==> config.mk <==
export PLATFORM = sky130hd
export DESIGN_NAME = mux_scan_collector
export DESIGN_NICKNAME = d
export VERILOG_FILES = /design/src/rtl/mux_scan_collector.sv
export SDC_FILE = /design/constraint.sdc
export NUM_CORES = 1
export LEC_CHECK = 0
export CORE_MARGIN = 5
export CORE_UTILIZATION = 35
export CTS_CLUSTER_DIAMETER = 80
export DETAILED_ROUTE_END_ITERATION = 10
export PLACE_DENSITY = 0.63
export SYNTH_ARGS = -nofsm -noshare
export SYNTH_HDL_FRONTEND = slang
export SYNTH_SLANG_ARGS = --single-unit
export TNS_END_PERCENT = 100
==> constraint.sdc <==
create_clock -name clk -period 2.74 [get_ports clk]
set_input_delay 0.548 -clock clk [delete_from_list [all_inputs] [get_ports clk]]
set_output_delay 0.548 -clock clk [all_outputs]
set_load 0.005 [all_outputs]
==> src/rtl/mux_scan_collector.sv <==
`default_nettype none
// +--------------------------------------------------------------------------+
// | mux_scan_collector: steps an external 8:1 mux and assembles its bits     |
// | into one word, handed off with a valid/ready handshake.  Rev 1.0         |
// +--------------------------------------------------------------------------+
module mux_scan_collector #(
  parameter int SETTLE = 1
) (
  input  logic       clk,
  input  logic       rst,
  input  logic       start,
  input  logic       cont,
  input  logic       y_in,
  input  logic       out_ready,
  output logic [2:0] sel,
  output logic [7:0] out_data,
  output logic       out_valid,
  output logic       busy
);

  typedef enum logic [1:0] {
    IDLE = 2'd0,
    SCAN = 2'd1,
    HOLD = 2'd2
  } state_t;

  localparam logic [3:0] SETTLE_LAST = 4'(SETTLE - 1);

  state_t     r_state, w_state_nxt;
  logic [2:0] r_sel, w_sel_nxt;
  logic [3:0] r_cnt, w_cnt_nxt;
  logic [7:0] r_word, w_word_nxt;
  logic       r_valid, w_valid_nxt;

  always_ff @(posedge clk) begin
    if (rst) begin
      r_state <= IDLE;
      r_sel   <= 3'd0;
      r_cnt   <= 4'd0;
      r_word  <= 8'h00;
      r_valid <= 1'b0;
    end else begin
      r_state <= w_state_nxt;
      r_sel   <= w_sel_nxt;
      r_cnt   <= w_cnt_nxt;
      r_word  <= w_word_nxt;
      r_valid <= w_valid_nxt;
    end
  end

  always_comb begin
    w_state_nxt = r_state;
    w_sel_nxt   = r_sel;
    w_cnt_nxt   = r_cnt;
    w_word_nxt  = r_word;
    w_valid_nxt = r_valid;
    case (r_state)
      IDLE: begin
        if (start) begin
          w_state_nxt = SCAN;
          w_sel_nxt   = 3'd0;
          w_cnt_nxt   = 4'd0;
        end
      end
      SCAN: begin
        if (r_cnt == SETTLE_LAST) begin
          // Last settle cycle: capture this channel, then advance or finish.
          w_word_nxt[r_sel] = y_in;
          w_cnt_nxt         = 4'd0;
          if (r_sel == 3'd7) begin
            w_state_nxt = HOLD;
            w_valid_nxt = 1'b1;
          end else begin
            w_sel_nxt = r_sel + 3'd1;
          end
        end else begin
          w_cnt_nxt = r_cnt + 4'd1;
        end
      end
      HOLD: begin
        if (r_valid && out_ready) begin
          w_valid_nxt = 1'b0;
          w_sel_nxt   = 3'd0;
          w_cnt_nxt   = 4'd0;
          w_state_nxt = cont ? SCAN : IDLE;
        end
      end
      default: begin
        w_state_nxt = IDLE;
        w_sel_nxt   = 3'd0;
        w_cnt_nxt   = 4'd0;
        w_valid_nxt = 1'b0;
      end
    endcase
  end

  assign sel       = r_sel;
  assign out_data  = r_word;
  assign out_valid = r_valid;
  assign busy      = (r_state != IDLE);

endmodule
`default_nettype wire

==> flow_metrics.py <==
metrics = {
    "status": {
        "outcome": "finished, final reports clean",
    },
    "sta": {
        "worst_pin_slew_ns": 0.496,
        "fmax_mhz": 505,
        "maxSlewViolCount": 0,
        "fin_skew_ns": 0.00205,
        "max_slew_margin_pct": 66.8,
        "fin_tns_setup_ns": 0,
        "setup_ws_ns": 0.759,
        "rsz0062_at_grt": "false",
        "min_period_over_period_pct": 72.3,
        "finalHoldViolCount": 0,
        "setup_viol": 0,
        "min_period_ns": 1.98,
    },
    "floorplan": {
        "initial_core_util_pct": 35.7,
        "dieArea_um2": 3890,
        "io_pins": 19,
        "die_w_um": 62.3,
        "row_count": 19,
        "core_um2": 2690,
        "die_h_um": 62.3,
    },
    "clocking": {
        "clockBufferDepth": 2,
        "clk_pin_slew_ns": 0.10,
        "clock_latency_ns": 0.29,
        "cts.sinks": 18,
        "cts_hold_buf": 0,
        "cts_made_buffers": 3,
        "cts_tree": "yes",
        "post-cts-setup-buffer-count": 0,
        "ctsRootBufferMaster": "clkbuf_4",
        "ctsHtreeMaxLevel": 1,
        "postCtsResizedCells": 0,
    },
    "global_routing": {
        "grtUsageTotal_pct": 11.1,
        "grt_max_degree": 20,
        "gr-total-overflow": 0,
        "antenna_found_initial": 0,
        "grt_first_pass_wirelength_mm": 3.63,
        "grt_pass1_vias": 834,
    },
    "route": {
        "routedWlPerCell_um": 13.3,
        "vias": 851,
        "detail-route-antenna-nets": 0,
        "drt_iter0_drc": 29,
        "drc": 0,
        "drt_wl_total_mm": 2.05,
        "drt_first_pass_iters": 4,
        "vias_per_cell": 5.53,
    },
    "worst_hold_path": {
        "hp-start": "out_valid",
        "hold_depth": 2,
        "holdPathEnd": "out_valid",
        "hp-class": "flip-flop to flip-flop",
    },
    "setup_path": {
        "worstReg2RegEnd": "sel[1]",
        "r2r_slack_ns": 1.04,
        "ff2ff_path_depth": 5,
        "path_class": "flip-flop to output pin",
        "required_ns": 2.19,
        "r2r-start": "sel[0]",
        "critPathLaunchType": "flip-flop",
        "arrival_ns": 1.43,
        "worstSetupEndpointType": "output pin",
        "critPathMaxFanout": 10,
    },
    "synth": {
        "synthXorXnorAreaFrac_pct": 0,
        "synthMuxAreaShare_pct": 8.36,
        "ys_ff_latch": 18,
        "synth-simple-area-share_pct": 36.2,
        "synth_compound_area_share_pct": 8.09,
        "syn_avg_cell_area_um2": 9.04,
        "synth_top_family_by_area": "simple AND/OR/NAND/NOR gates",
        "synth_edf_count": 0,
        "netlist_instances": 106,
        "seq_area_frac_synth_pct": 37.6,
        "synth_ff_type": "dfxtp_1",
        "synth_cell_types": 27,
        "syn_area_um2": 958,
        "synth_nets": 116,
        "synthAdderAreaFrac_pct": 5.22,
        "async_reset_ff_share_pct": 0,
        "ys_warn_count": 0,
    },
    "cells_and_area": {
        "nNetsFinal": 134,
        "most-common-layout-cells": "clkdlybuf4s50_1, dfxtp_1, nand3_1",
        "drive_gt1_share_pct": 8.13,
        "diodes": 0,
        "area_growth_pct": 24.8,
    },
    "placement": {
        "gp_congestion": 0.739,
        "dp_hpwl_mm": 1.51,
        "dp_slack_ns": 0.967,
        "port_buffers": 18,
    },
    "power_and_ir_drop": {
        "p_leak_nw": 0.458,
        "vdd_drop_max_mv": 0.235,
        "p_total_mw": 0.486,
        "pwr_density_cell_nw_per_um2": 406,
    },
    "flow_run": {
        "maxCapViolations": 0,
    },
}
==> power by group <==
part	total (mW)	switching, mW	internal [mW]
Combinational	0.0474	0.0225	0.0249
Sequential	0.272	0.00586	0.266
Clock	0.167	0.0860	0.0810
Total	0.486	0.114	0.372
==> through the flow <==
stage,util [%],area (µm²),hold WS [ns],cells
finish,44.5,1200,0.483,154
global route,44.5,1200,0.511,154
CTS,44.5,1200,0.486,154
detailed placement,43.2,1160,0.468,150
global placement,43.2,1160,0.463,150
floorplan,-,958,0.466,106
==> cell usage after synthesis (all sizes together), types with 2 or more instances <==
cell type	n	area, µm²
nand2	3	11.3
nor2b	2	12.5
nand4	10	62.6
a21oi	4	20.0
mux2i	8	80.1
a31oi	5	31.3
ha	4	50.1
o21ai	2	10.0
inv	3	11.3
nor4b	2	30.0
dfxtp	18	360
buf	3	17.5
nand2b	11	68.8
nand3b	5	37.5
nand3	12	60.1
clkbuf	4	15.0
==> worst max path at each step <==
| stage | startpoint | endpoint | slack [ns] | depth (start not counted) |
|---|---|---|---|---|
| floorplan | sel[0] | sel[2] | 1.27 | 5 |
| global placement | rst | out_data[4] | 0.98 | 3 |
| detailed placement | rst | out_data[7] | 0.97 | 3 |
| CTS | r_state[1] | busy | 0.73 | 2 |
| global route | r_state[1] | busy | 0.69 | 2 |
| finish | r_state[1] | busy | 0.76 | 2 |
==> cells by family after synthesis <==
family                     Yosys count
AOI/OAI and AO/OA                   13
adders and majority gates            4
buffers and inverters               10
DFF                                 18
muxes                                8
and+or+nand+nor                     53
==> layer usage <==
metal	GRT usage, %	vias to the layer above	wire length [µm]
li1	-	426	-
met4	4.77	0	13
met3	3.42	2	77
met5	0	-	0
met2	18.7	9	979
met1	13.0	414	981
==> state kept, by name (all words and copies together), names as in the netlist <==
signal     cells
out_data       8
r_cnt          4
sel            3
r_state        2
out_valid      1
==> critical path: stages (launching register included) <==
cell and delay [ns]:
dfxtp_1 0.40, or2_2 0.30, clkdlybuf4s50_1 0.44
==> cell type report <==
cell class / instances / area (µm²)
flip-flops and latches: 18 / 360
fillers: 280 / 1490
repair buffers: 20 / 195
inverters: 3 / 11.3
multi-input cells: 78 / 554
well taps: 31 / 38.8
clock buffers: 4 / 36.3
(Power assumes the default switching activity.)
